**config.mk**
```make
export PLATFORM = sky130hd
export DESIGN_NAME = bit_changer_seq
export DESIGN_NICKNAME = d
export VERILOG_FILES = /design/src/rtl/bit_changer_pkg.sv /design/src/rtl/bit_op_unit.sv /design/src/rtl/bit_changer_seq.sv
export SDC_FILE = /design/constraint.sdc
export NUM_CORES = 1
export LEC_CHECK = 0
export ABC_CLOCK_PERIOD_IN_PS = 2700
export BUFFER_PORTS_ARGS = -buffer_cell sky130_fd_sc_hd__buf_2
export CAP_MARGIN = 20
export CORE_UTILIZATION = 30
export CTS_CLUSTER_DIAMETER = 80
export DETAILED_ROUTE_END_ITERATION = 10
export PLACE_DENSITY_LB_ADDON = 0.3
export SYNTH_ARGS = -nofsm -noshare
export SYNTH_HDL_FRONTEND = slang
export SYNTH_SLANG_ARGS = --single-unit
```
**constraint.sdc**
```tcl
create_clock -name in_clk -period 2.7 [get_ports in_clk]
set_input_delay 0.405 -clock in_clk [delete_from_list [all_inputs] [get_ports in_clk]]
set_output_delay 0.405 -clock in_clk [all_outputs]
set_load 0.02 [all_outputs]
```
**src/rtl/bit_changer_pkg.sv**
```systemverilog
// Shared definitions for index-taking ALU blocks: operation/state encodings and
// sign-magnitude index helpers (MSB = sign, remaining bits = magnitude).
package bit_changer_pkg;

  typedef enum logic [1:0] {
    MODE_SET       = 2'b00,
    MODE_CLR       = 2'b01,
    MODE_TOGGLE    = 2'b10,
    MODE_RANGE_SET = 2'b11
  } mode_e;

  typedef enum logic {
    ST_IDLE = 1'b0,
    ST_RUN  = 1'b1
  } state_e;

  // Helpers operate on a zero-extended index so one set serves any width up to this.
  localparam int IDX_MAX_W = 32;

  function automatic logic idx_sign(input logic [IDX_MAX_W-1:0] x, input int n = 8);
    return ((x >> (n - 1)) & 32'd1) != 32'd0;
  endfunction

  function automatic logic [IDX_MAX_W-1:0] idx_mag(input logic [IDX_MAX_W-1:0] x, input int n = 8);
    return x & ((32'd1 << (n - 1)) - 32'd1);
  endfunction

  function automatic logic idx_err(input logic [IDX_MAX_W-1:0] x, input int n = 8);
    return idx_sign(x, n) || (idx_mag(x, n) >= $unsigned(n));
  endfunction

endpackage

```
**src/rtl/bit_op_unit.sv**
```systemverilog
// Combinational single-bit SET/CLR/TOGGLE on an operand; any other op passes
// the operand through unchanged.
module bit_op_unit
  import bit_changer_pkg::*;
#(
  parameter int N = 8
) (
  input  logic [N-1:0]         i_a,
  input  logic [$clog2(N)-1:0] i_idx,
  input  mode_e                i_op,
  output logic [N-1:0]         o_res
);

  logic [N-1:0] w_mask;

  assign w_mask = {{(N-1){1'b0}}, 1'b1} << i_idx;

  always_comb begin
    o_res = i_a;
    unique case (i_op)
      MODE_SET:    o_res = i_a | w_mask;
      MODE_CLR:    o_res = i_a & ~w_mask;
      MODE_TOGGLE: o_res = i_a ^ w_mask;
      default:     o_res = i_a;
    endcase
  end

endmodule

```
**src/rtl/bit_changer_seq.sv**
```systemverilog
// Sequential bit manipulator: single-bit ops answer one cycle after accept,
// RANGE_SET walks one bit per cycle through a shared bit_op_unit.
module bit_changer_seq
  import bit_changer_pkg::*;
#(
  parameter int N = 8
) (
  input  logic         in_clk,
  input  logic         in_rst_n,
  // Handshake: a request transfers on a rising edge where in_valid && o_ready;
  // o_valid is a one-cycle pulse with no backpressure, o_out/o_ERR hold until the next result.
  input  logic         in_valid,
  output logic         o_ready,
  input  logic [1:0]   in_mode,
  input  logic [N-1:0] in_a,
  input  logic [N-1:0] in_b,
  input  logic [N-1:0] in_c,
  output logic         o_valid,
  output logic [N-1:0] o_out,
  output logic         o_ERR,
  output state_e       o_dbg_state
);

  localparam int CNT_W = $clog2(N);

  state_e                 r_state;
  state_e                 w_state_next;
  logic [N-1:0]           r_work;
  logic [CNT_W-1:0]       r_cnt;
  logic [CNT_W-1:0]       r_hi;
  logic [N-1:0]           r_out;
  logic                   r_err;
  logic                   r_valid;

  mode_e                  w_mode;
  logic [IDX_MAX_W-1:0]   w_mag_b;
  logic [IDX_MAX_W-1:0]   w_mag_c;
  logic                   w_err_b;
  logic                   w_err_c;
  logic                   w_is_range;
  logic                   w_err;
  logic                   w_accept;
  logic                   w_start_range;
  logic                   w_last;
  logic [N-1:0]           w_op_a;
  logic [CNT_W-1:0]       w_op_idx;
  mode_e                  w_op_mode;
  logic [N-1:0]           w_op_res;

  assign w_mode     = mode_e'(in_mode);
  assign w_mag_b    = idx_mag(IDX_MAX_W'(in_b), N);
  assign w_mag_c    = idx_mag(IDX_MAX_W'(in_c), N);
  assign w_err_b    = idx_err(IDX_MAX_W'(in_b), N);
  assign w_err_c    = idx_err(IDX_MAX_W'(in_c), N);
  assign w_is_range = (w_mode == MODE_RANGE_SET);
  // in_c only matters for a range, so it is masked out of the error in other modes.
  assign w_err      = w_err_b | (w_is_range & (w_err_c | (w_mag_c < w_mag_b)));

  assign o_ready       = (r_state == ST_IDLE);
  assign w_accept      = in_valid & o_ready;
  assign w_start_range = w_accept & w_is_range & ~w_err;
  assign w_last        = (r_state == ST_RUN) && (r_cnt == r_hi);

  // The one bit_op_unit serves the request path in IDLE and the range walk in RUN.
  assign w_op_a    = (r_state == ST_RUN) ? r_work : in_a;
  assign w_op_idx  = (r_state == ST_RUN) ? r_cnt : w_mag_b[CNT_W-1:0];
  assign w_op_mode = (r_state == ST_RUN) ? MODE_SET : w_mode;

  bit_op_unit #(.N(N)) u_bit_op (
    .i_a   (w_op_a),
    .i_idx (w_op_idx),
    .i_op  (w_op_mode),
    .o_res (w_op_res)
  );

  always_comb begin
    w_state_next = r_state;
    unique case (r_state)
      ST_IDLE: if (w_start_range) w_state_next = ST_RUN;
      ST_RUN:  if (w_last) w_state_next = ST_IDLE;
      default: w_state_next = ST_IDLE;
    endcase
  end

  always_ff @(posedge in_clk or negedge in_rst_n) begin
    if (!in_rst_n) begin
      r_state <= ST_IDLE;
    end else begin
      r_state <= w_state_next;
    end
  end

  always_ff @(posedge in_clk or negedge in_rst_n) begin
    if (!in_rst_n) begin
      r_work  <= '0;
      r_cnt   <= '0;
      r_hi    <= '0;
      r_out   <= '0;
      r_err   <= 1'b0;
      r_valid <= 1'b0;
    end else begin
      r_valid <= 1'b0;
      if (r_state == ST_RUN) begin
        r_work <= w_op_res;
        if (w_last) begin
          r_out   <= w_op_res;
          r_err   <= 1'b0;
          r_valid <= 1'b1;
        end else begin
          // Stops at mag(c), which is at most N-1, so the counter cannot wrap.
          r_cnt <= r_cnt + CNT_W'(1);
        end
      end else if (w_accept) begin
        if (w_start_range) begin
          r_work <= in_a;
          r_cnt  <= w_mag_b[CNT_W-1:0];
          r_hi   <= w_mag_c[CNT_W-1:0];
        end else begin
          r_out   <= w_err ? '0 : w_op_res;
          r_err   <= w_err;
          r_valid <= 1'b1;
        end
      end
    end
  end

  assign o_out       = r_out;
  assign o_ERR       = r_err;
  assign o_valid     = r_valid;
  assign o_dbg_state = r_state;

endmodule

```
### Word-level counts from Yosys, hierarchy flattened

Index checks and enable logic that the tools add are counted.

| storage, ports and cells | value |
|---|---|
| bits in registers | 25 |
| input bits | 29 |
| logic and storage cells | 68 |
| output and inout port bits | 12 |

| operators by class | value |
|---|---|
| mux-type cells | 27 |
| reductions and logical operators | 10 |
| bitwise gates (word level) | 12 |
| equality and inequality tests | 7 |
| $lt $le $gt $ge | 3 |
| $add $sub $neg | 1 |
| shifts and indexed selects | 1 |

Operator list:

| operator | count |
|---|---|
| $mux 8 | 9 |
| $pmux 8 s3 | 1 |
| $mux 3 | 5 |
| $ge 7x4->1 const B | 2 |
| $mux 1 | 10 |
| $reduce_and 3->1 | 3 |
| $and 8x8->8 | 1 |
| $not 8->8 | 1 |
| $or 8x8->8 | 1 |
| $shl 1x3->8 const A | 1 |
| $xor 8x8->8 | 1 |
| $lt 7x7->1 | 1 |
| $and 1x1->1 | 4 |
| $eq 2x2->1 const B | 2 |
| $ne 2x2->1 const B | 2 |
| $reduce_bool 2->1 | 2 |
| $add 3x1->3 const B | 1 |
| $eq 3x3->1 | 1 |
| $eq 2x1->1 const B | 1 |
| $logic_not 2->1 | 1 |
| $logic_or 1x1->1 | 2 |
| $mux 2 | 1 |
| $ne 2x1->1 const B | 1 |
| $not 1->1 | 2 |
| other kinds (4) | 5 |

### Depth between registers and ports, before layout

Gate-level depths: netlist (run 1).

| logic depth | value |
|---|---|
| word-level depth | 10 |
| depth in mapped cells | 10 |

### By module

From an unflattened synthesis (run 1), not the netlist that was laid out.

| second synthesis, totals | value |
|---|---|
| cells, all modules | 225 |
| area, all modules | 2177.1 um2 |

Modules (own cells, without submodules):

| module | area an instance (um2) | cells each | instances |
|---|---|---|---|
| bit_changer_seq | 1655.3 | 174 | 1 |
| bit_op_unit | 521.8 | 51 | 1 |

### Worst setup path after synthesis (run 1)

OpenSTA, ideal clock, no wires.

| timing path | value |
|---|---|
| kind | register -> register |
| from | reg r_state, in the netlist o_dbg_state |
| to | reg r_out[0], in the netlist o_out[0] |
| path buffers | 1 |
| data arrival time | 2.226 ns |
| cell stages (with the launch flop) | 10 |
| setup time | 0.122 ns |
| data required time | 2.578 ns |
| setup slack | 0.353 ns |
| cell sequence | dfrtp_1 > buf_4 > clkinv_1 > nand2_1 > and2_1 > nand2_1 > ha_1 > mux2_2 > o221a_2 > a32o_1 |

| between the ends | value |
|---|---|
| elaborated cells on any way between the ends | 26 |
| classes of those cells | eq/ne (4); shift (1); mux (9); bitwise (8); reduce/logical (4) |

RTL lines:

| what | line | text |
|---|---|---|
| start: declaration | bit_changer_seq.sv:26 | `state_e r_state;` |
| start signal: assignment | bit_changer_seq.sv:89 | `r_state <= w_state_next;` |
| $not 1->1 (no line) (*) | - |  |
| net o_ready | bit_changer_seq.sv:13 | `output logic o_ready,` |
| $and 1x1->1 (*) | bit_changer_seq.sv:60 | `assign w_accept = in_valid & o_ready;` |
| $and 1x1->1 (2 in series) | bit_changer_seq.sv:61 | `assign w_start_range = w_accept & w_is_range & ~w_err;` |
| $ne 2x2->1 (no line) | - |  |
| $reduce_and 3->1 (no line) (*) | - |  |
| end signal: assignment | bit_changer_seq.sv:106 | `r_out <= w_op_res;` |
| end signal: assignment | bit_changer_seq.sv:119 | `r_out <= w_err ? '0 : w_op_res;` |
| end: declaration | bit_changer_seq.sv:31 | `logic [N-1:0] r_out;` |

The timed path passes the listed nets; every way through them passes the cells marked *. The select of a mux whose other input is x is not followed.
A chain may end at the register's enable or synchronous reset.

### Worst setup path after layout (run 1)

| timing path | value |
|---|---|
| from | reg r_state, in the netlist o_dbg_state |
| to | reg r_cnt[2] |

| between the ends | value |
|---|---|
| cells in the longest elaborated chain, start to end | 6 |
| elaborated cells on any way between the ends | 10 |
| classes of those cells | eq/ne (1); mux (1); bitwise (4); reduce/logical (4) |

RTL lines:

| what | line | text |
|---|---|---|
| $not 1->1 (no line) | - |  |
| $and 1x1->1 | bit_changer_seq.sv:60 |  |
| $and 1x1->1 (2 in series) | bit_changer_seq.sv:61 |  |
| $reduce_bool 2->1 (no line) | - |  |
| $reduce_and 3->1 (no line) | - |  |
| end signal: assignment | bit_changer_seq.sv:111 | `r_cnt <= r_cnt + CNT_W'(1);` |
| end signal: assignment | bit_changer_seq.sv:116 | `r_cnt <= w_mag_b[CNT_W-1:0];` |
| end: declaration | bit_changer_seq.sv:29 | `logic [CNT_W-1:0] r_cnt;` |

Parallel ways exist; a longest one is shown, timed or not.

==> metrics.md, run 1 <==
| Metric | Value |
|---|---|
| Most area-hungry cell type in the Yosys netlist | dfrtp_1 |
| PwrDens | between 300 and 400 mW/mm^2 |
| Number of DRC markers in iteration 0 | 90 |
| Post-synth EDFFs | 0 |
| Clock power share | 29.2% |
| Prevailing post-synth register cell | dfrtp_1 |
| Crit path DAT | about 2500 ps |
| Yosys warning count | 0 |
| Max-slew headroom | 58.40% |
| Longest Clk Path Bufs | 2 |
| Seq/Total Area, Yosys | approximately 29% |
| Final cycle utilization of the critical path | a little over four fifths |
| CTS H-tree lvls | 1 |
| Fin. max-slew vios | 0 |
| Fmax | 438.1 MHz |
| # port buffers | 40 |
| Syn Nets | 290 |
| Post-synthesis register bit count | 25 |
| Sequential cell area | 625.6 um^2 |
| Global Route Usage Sum | 16.03% |
| DRT Wirelength | 5.876 mm |
| Commonest non-fill, non-tap cell in the layout | buf_2 |
| CTS root buf | clkbuf_8 |
| CTS buffer count | 3 |
| Netlist cell types | 47 |
| Synth Cell Area | 0.002175 mm^2 |
| Core area | 0.006907 mm^2 |
| Initial antenna violation count | 0 |
| Max_cap viols | 0 |
| Most frequent cells in the layout | buf_2, nand2_1, dfrtp_1 |
| CP endpoint kind | register |
| Largest delay contributor family on the critical path | simple AND/OR/NAND/NOR gates |
| Die height | 87.14 um |
| Pre-antenna DRT Iters | 4 |
| Critical-path cell list | buf_4, or3b_2, or4_4, or4_1, and3_1 |
| Final WS setup | 417.5 ps |
| RSZ-0062 raised after global routing | no |
| Hpwl dp | 4.448 mm |
| Multi-input logic area | 0.001424 mm^2 |
| Reg2reg setup slack | 420 ps |
| Hold Path Class | in2async |
| Number of vias per cell | 5.247 |
| Sequential Power Share | 47.0% |
| Final min period | roughly 2300 ps |
| Leak Pwr | 0.001182 uW |
| Routability cong. | 0.7954 |
| Die width | 87.14 um |
| Switching share of total power | 30.19% |
| Starting Density | 31.49% |
| Hold slack | 130.3 ps |
| # clock sinks | 25 |
| Pin count of the biggest net entering global routing | 26 |
| DIE AREA | 0.007593 mm^2 |
| Global route total overflow | 0 |
| TritonCTS clock tree | done |
| Top cell type's share of synthesized area | between 20% and 30% |
| Layout cells sized above 1 | 30.69% |
| Largest cells by area after synthesis | dfrtp_1, ha_1, mux2_2 |
| CP Buf/Inv Count | 1 |
| WP data required | 2870 ps |
| Hold Violations, Final | 0 |
| Sw Pwr | 245.2 uW |
| Cts hold-fix bufs | 0 |
| Ant. Diodes | 0 |
| Number of routed nets with antenna violations | 0 |
| CP Max Fanout | 9 |
| Max incr delay on CP | 490 ps |
| Worst setup SP type | register |
| Fillers | 745 |
| Vias in the first global route | 1,885 |
| Clock Skews | about 11 ps |
| Cells after Synth | 238 |
| Layout area overhead | 17.15% |
| Clock Latency Late Sink | 280 ps |
| Worst slack at placement | approximately 370 ps |
| Asr flop ratio synth | between 90% and 100% |
| Drt wl/cell | 15.75 um |
| Vias | 1,957 |
| Post-CTS Setup Bufs | 0 |
| Critical setup path kind | reg2reg |
| Logic gate share of total power | 23.8% |
| Post-cts resize count | 0 |
| Total negative slack | 0 ps |
| Critical path's slowest cell | dfrtp_1 |
| Reg clk slew, reported paths | 100 ps |
| Site Rows | 30 |
| DR DRC count | 0 |
| Post-Syn Area per Cell | 9.137 um^2 |
| # IOs | 41 |
| Max VDD drop | around 0.19 mV |
| Setup violators final | 0 |
| Worst Tran Pin Value | between 600 and 700 ps |
| Internal power | 567.1 uW |
| # nets final | 330 |
| First-pass GRT wire length | ~9.4 mm |
| Status | completed |
## cell type report
type	count	area share (%)
flip-flops and latches	25	24.56
clock buffers	3	1.621
multi-input cells	182	55.89
clock inverters	1	0.1965
well taps	96	4.715
repair buffers	49	10.51
inverters	17	2.505
## through the flow
step                utilization, %  total power (uW)  area, um^2  instances
floorplan                        -             510.4        2175        238
global placement             36.21             580.7        2501        369
global route                 36.88             856.0        2547        373
CTS                          36.88             823.6        2547        373
finish                       36.88             812.3        2547        373
detailed placement           36.21             583.1        2501        369
## registers in the layout, summed over array words and instances (netlist names)
signal / count
o_out: 8
o_ERR: 1
r_cnt: 3
r_work: 8
o_dbg_state: 1
o_valid: 1
r_hi: 3
## cells in the mapped netlist (all sizes together) (3+ instances only)
library cell / count
a21boi: 7
a21oi: 10
a32o: 8
a41oi: 9
and2: 3
buf: 4
clkbuf: 10
dfrtp: 25
ha: 23
inv: 16
mux2: 17
nand2: 28
nand3: 3
nor2: 5
nor2b: 9
o21ai: 13
o221a: 7
or4: 4
xnor2: 3
## cell families (layout without fill, tap and decap cells)
| family | after synthesis | count (layout) | share of synthesized area [%] |
|---|---|---|---|
| AO/OA/AOI/OAI | 74 | 74 | 25.95 |
| adder cells (fa/ha/maj) | 23 | 23 | 13.23 |
| flip-flops | 25 | 25 | 28.77 |
| AND/OR/NAND/NOR | 63 | 63 | 15.36 |
| buffers and inverters | 31 | 70 | 5.753 |
| multiplexers | 19 | 19 | 9.724 |
| XOR/XNOR | 3 | 3 | 1.209 |
## power groups by stage
stage / Combinational [uW] / Sequential, uW / Clock [uW]
floorplan: 117 / 394 / 0
global placement: 191 / 390 / 0
detailed placement: 194 / 390 / 0
CTS: 194 / 382 / 247
global route: 216 / 383 / 257
finish: 193 / 382 / 237
## path summary, 6_finish.rpt
check	start	endpoint	cells after the start
setup / recovery	o_dbg_state	r_cnt[2]	5
hold / removal	in_rst_n	r_work[4]	1
setup reg to reg	o_dbg_state	r_cnt[2]	5
hold reg to reg	o_ERR	o_ERR	1
max in group asynchronous	in_rst_n	o_valid	1
min in group in_clk	in_c[0]	r_hi[0]	2
## per-layer routing
layer | vias to the layer above | global-route usage [%] | wire length, um
li1 | 965 | - | -
met1 | 934 | 22.16 | 2829
met2 | 54 | 26.63 | 2691
met3 | 4 | 2.654 | 318
met4 | 0 | 2.683 | 36
met5 | - | 0 | 0
(Power assumes the default switching activity.)
==> inputs of run 2 (changes only) <==
--- a/config.mk
+++ b/config.mk
@@ -5,7 +5,8 @@
 export SDC_FILE = /design/constraint.sdc
 export NUM_CORES = 1
 export LEC_CHECK = 0
-export ABC_CLOCK_PERIOD_IN_PS = 2700
+export ABC_AREA = 1
+export ABC_CLOCK_PERIOD_IN_PS = 2140
 export BUFFER_PORTS_ARGS = -buffer_cell sky130_fd_sc_hd__buf_2
 export CAP_MARGIN = 20
 export CORE_UTILIZATION = 30
==> constraint.sdc (replaced) <==
create_clock -name in_clk -period 2.14 [get_ports in_clk]
set_input_delay 0.321 -clock in_clk [delete_from_list [all_inputs] [get_ports in_clk]]
set_output_delay 0.321 -clock in_clk [all_outputs]
set_load 0.02 [all_outputs]
==> metrics.md, run 2 <==
| Metric | Value |
|---|---|
| Final cycle utilization of the critical path | between 90 and 100% |
| CP Buf/Inv Count | 2 |
| GR Util met1 | between 20% and 30% |
| Final Total Pwr | 1989 uW |
| Routability cong. | around 0.79 |
| Post-synth EDFFs | 0 |
| Final WS setup | between 100 and 150 ps |
| PwrDens | 772.6 mW/mm^2 |
| Max incr delay on CP | 580 ps |
| Largest cells by area after synthesis | dfrtp_1, nand2_1, ha_1 |
| Vias | 2,017 |
| Post-synthesis register bit count | 25 |
| Most area-hungry cell type in the Yosys netlist | dfrtp_1 |
| GRT busiest layer | met2 |
| WP data required | around 2300 ps |
| Pin count of the biggest net entering global routing | 26 |
| Setup violators final | 0 |
| Hpwl dp | about 3.9 mm |
| Fmax | 500.6 MHz |
| Worst Tran Pin Value | 584.6 ps |
| Sequential Power Share | between 30% and 40% |
| Clock power share | 14.2% |
| Drt wl/cell | 12.22 um |
| Die height | between 80 and 90 um |
| Starting Density | 31.90% |
| Ant. Diodes | 0 |
| M3 GR Usage | under 10% |
| DRT Wirelength | 5.206 mm |
| First-pass GRT wire length | 8.735 mm |
| CTS H-tree lvls | 1 |
| Prevailing post-synth register cell | dfrtp_1 |
| CP Max Fanout | 7 |
| Global Route Usage Sum | 14.87% |
| CP dominant cell by count | nand2_1 |
| # IOs | a little over 40 |
| Critical-path cell list | inv_8, nand2_2, o21ai_4, nand3_1, ha_1, nand2_1, o21ai_1, inv_1, o21ai_0, nor2_1, a21oi_1, nand2_1, nand2_1 |
| Fin. max-slew vios | 0 |
| Die width | 85.11 um |
| Number of vias per cell | 4.735 |
| Hold slack | 42.13 ps |
| Cells after Synth | 300 |
| Max VDD drop | 0.3173 mV |
| Initial antenna violation count | 0 |
| Longest Clk Path Bufs | 2 |
| RSZ-0062 raised after global routing | yes |
| Global route total overflow | 0 |
| Layout cells sized above 1 | 27.22% |
| Layout area overhead | 24.28% |
| Critical setup path kind | reg2reg |
| Commonest non-fill, non-tap cell in the layout | nand2_1 |
| Crit path DAT | approximately 2200 ps |
| CTS buffer count | 3 |
| DIE AREA | 0.007243 mm^2 |
| Asr flop ratio synth | 100.0% |
| Max_cap viols | 0 |
| Worst setup SP type | register |
| Critical path's slowest cell | dfrtp_4 |
| Sw Pwr | 866.7 uW |
| Pre-antenna DRT Iters | 4 |
| Top-count cell post-synth | nand2_1 |
| Syn Nets | 352 |
| DR DRC count | 0 |
| CTS root buf | clkbuf_8 |
| Synth Cell Area | 0.002072 mm^2 |
| Seq/Total Area, Yosys | 30.19% |
| Max-slew headroom | between 60% and 70% |
| Yosys warning count | 0 |
| Commonest cells in the netlist | nand2_1, inv_1, dfrtp_1 |
| Switching share of total power | 43.57% |
| Reg clk slew, reported paths | 90 ps |
| TritonCTS clock tree | done |
| Final min period | 1998 ps |
| Post-Syn Area per Cell | 6.907 um^2 |
| Hold Path Class | in2async |
| Clock Skews | ~2.6 ps |
| Number of DRC markers in iteration 0 | between 70 and 80 |
| Netlist cell types | 30 |
| Vias in the first global route | 1,865 |
| Internal power | 1123 uW |
| Largest delay contributor family on the critical path | simple AND/OR/NAND/NOR gates |
| Site Rows | 29 |
| Most frequent cells in the layout | nand2_1, buf_2, inv_1 |
| Number of routed nets with antenna violations | 0 |
| # port buffers | 40 |
| Logic gate share of total power | 50.7% |
| Leak Pwr | 0.001403 uW |
| CP endpoint kind | register |
| # clock sinks | 25 |
| Clock Latency Late Sink | 270 ps |
| Top cell type's share of synthesized area | 30.19% |
| Status | completed |
| Core area | about 0.0065 mm^2 |
| Met2 Resource Use GR | 24.34% |
| Worst slack at placement | -72.70 ps |
| # nets final | between 400 and 500 |
| Hold Violations, Final | 0 |
-- run 2: cell type report --
class	count	area (um^2)
tap	77	96.34
timing repair buffer	51	290.3
timing repair inverter	1	6.256
multi-input combinational	225	1339
inverter	43	168.9
sequential	25	629.4
clock buffer	4	45.04
fill	666	3920
-- run 2: power by group through the flow --
stage | clock (uW) | combinational [uW] | sequential, uW
after global routing | 318 | 1150 | 713
after floorplan | 0 | 619 | 703
final | 283 | 1010 | 699
after detailed placement | 0 | 894 | 687
after global placement | 0 | 876 | 682
after CTS | 306 | 898 | 680
-- run 2: cell families after synthesis --
| logic type | count (synthesis) | share of synthesized area (%) |
|---|---|---|
| compound gates | 47 | 11.71 |
| xor+xnor | 2 | 0.8456 |
| fa+ha+maj | 23 | 13.89 |
| buf+inv | 50 | 10.33 |
| flops | 25 | 30.19 |
| simple gates | 153 | 33.03 |
-- run 2: final timing paths --
check	end	depth (start not counted)	slack (ps)	start
setup / recovery	o_out[3]	13	140	o_dbg_state
hold / removal	r_work[1]	1	40	in_rst_n
setup reg to reg	o_out[3]	13	140	o_dbg_state
hold reg to reg	o_ERR	2	470	o_ERR
max in group asynchronous	o_dbg_state	1	1660	in_rst_n
min in group in_clk	r_hi[1]	3	290	in_c[1]
-- run 2: timing repair --
item,in CTS,in global routing
hold buffers,0,0
resized for setup,2,41
pin swaps,0,4
setup buffers,0,4
setup endpoints to repair,4,14
cloned,0,1
-- run 2: through the flow --
step	std cells	setup TNS (ps)	util [%]	area [um^2]
after floorplan	300	0	-	2076
after global placement	418	0	36.72	2385
after detailed placement	418	-108.8	36.72	2385
after CTS	422	0	37.43	2431
after global routing	426	-59.81	39.65	2575
final	426	0	39.65	2575
-- run 2: per-layer routing --
| layer | part of all wire, % | wire length, um | vias up |
|---|---|---|---|
| met5 | 0 | 0 | - |
| met4 | 1.1 | 58 | 0 |
| met3 | 6.7 | 348 | 6 |
| met2 | 44 | 2274 | 57 |
| met1 | 48 | 2524 | 907 |
| li1 | - | - | 1047 |
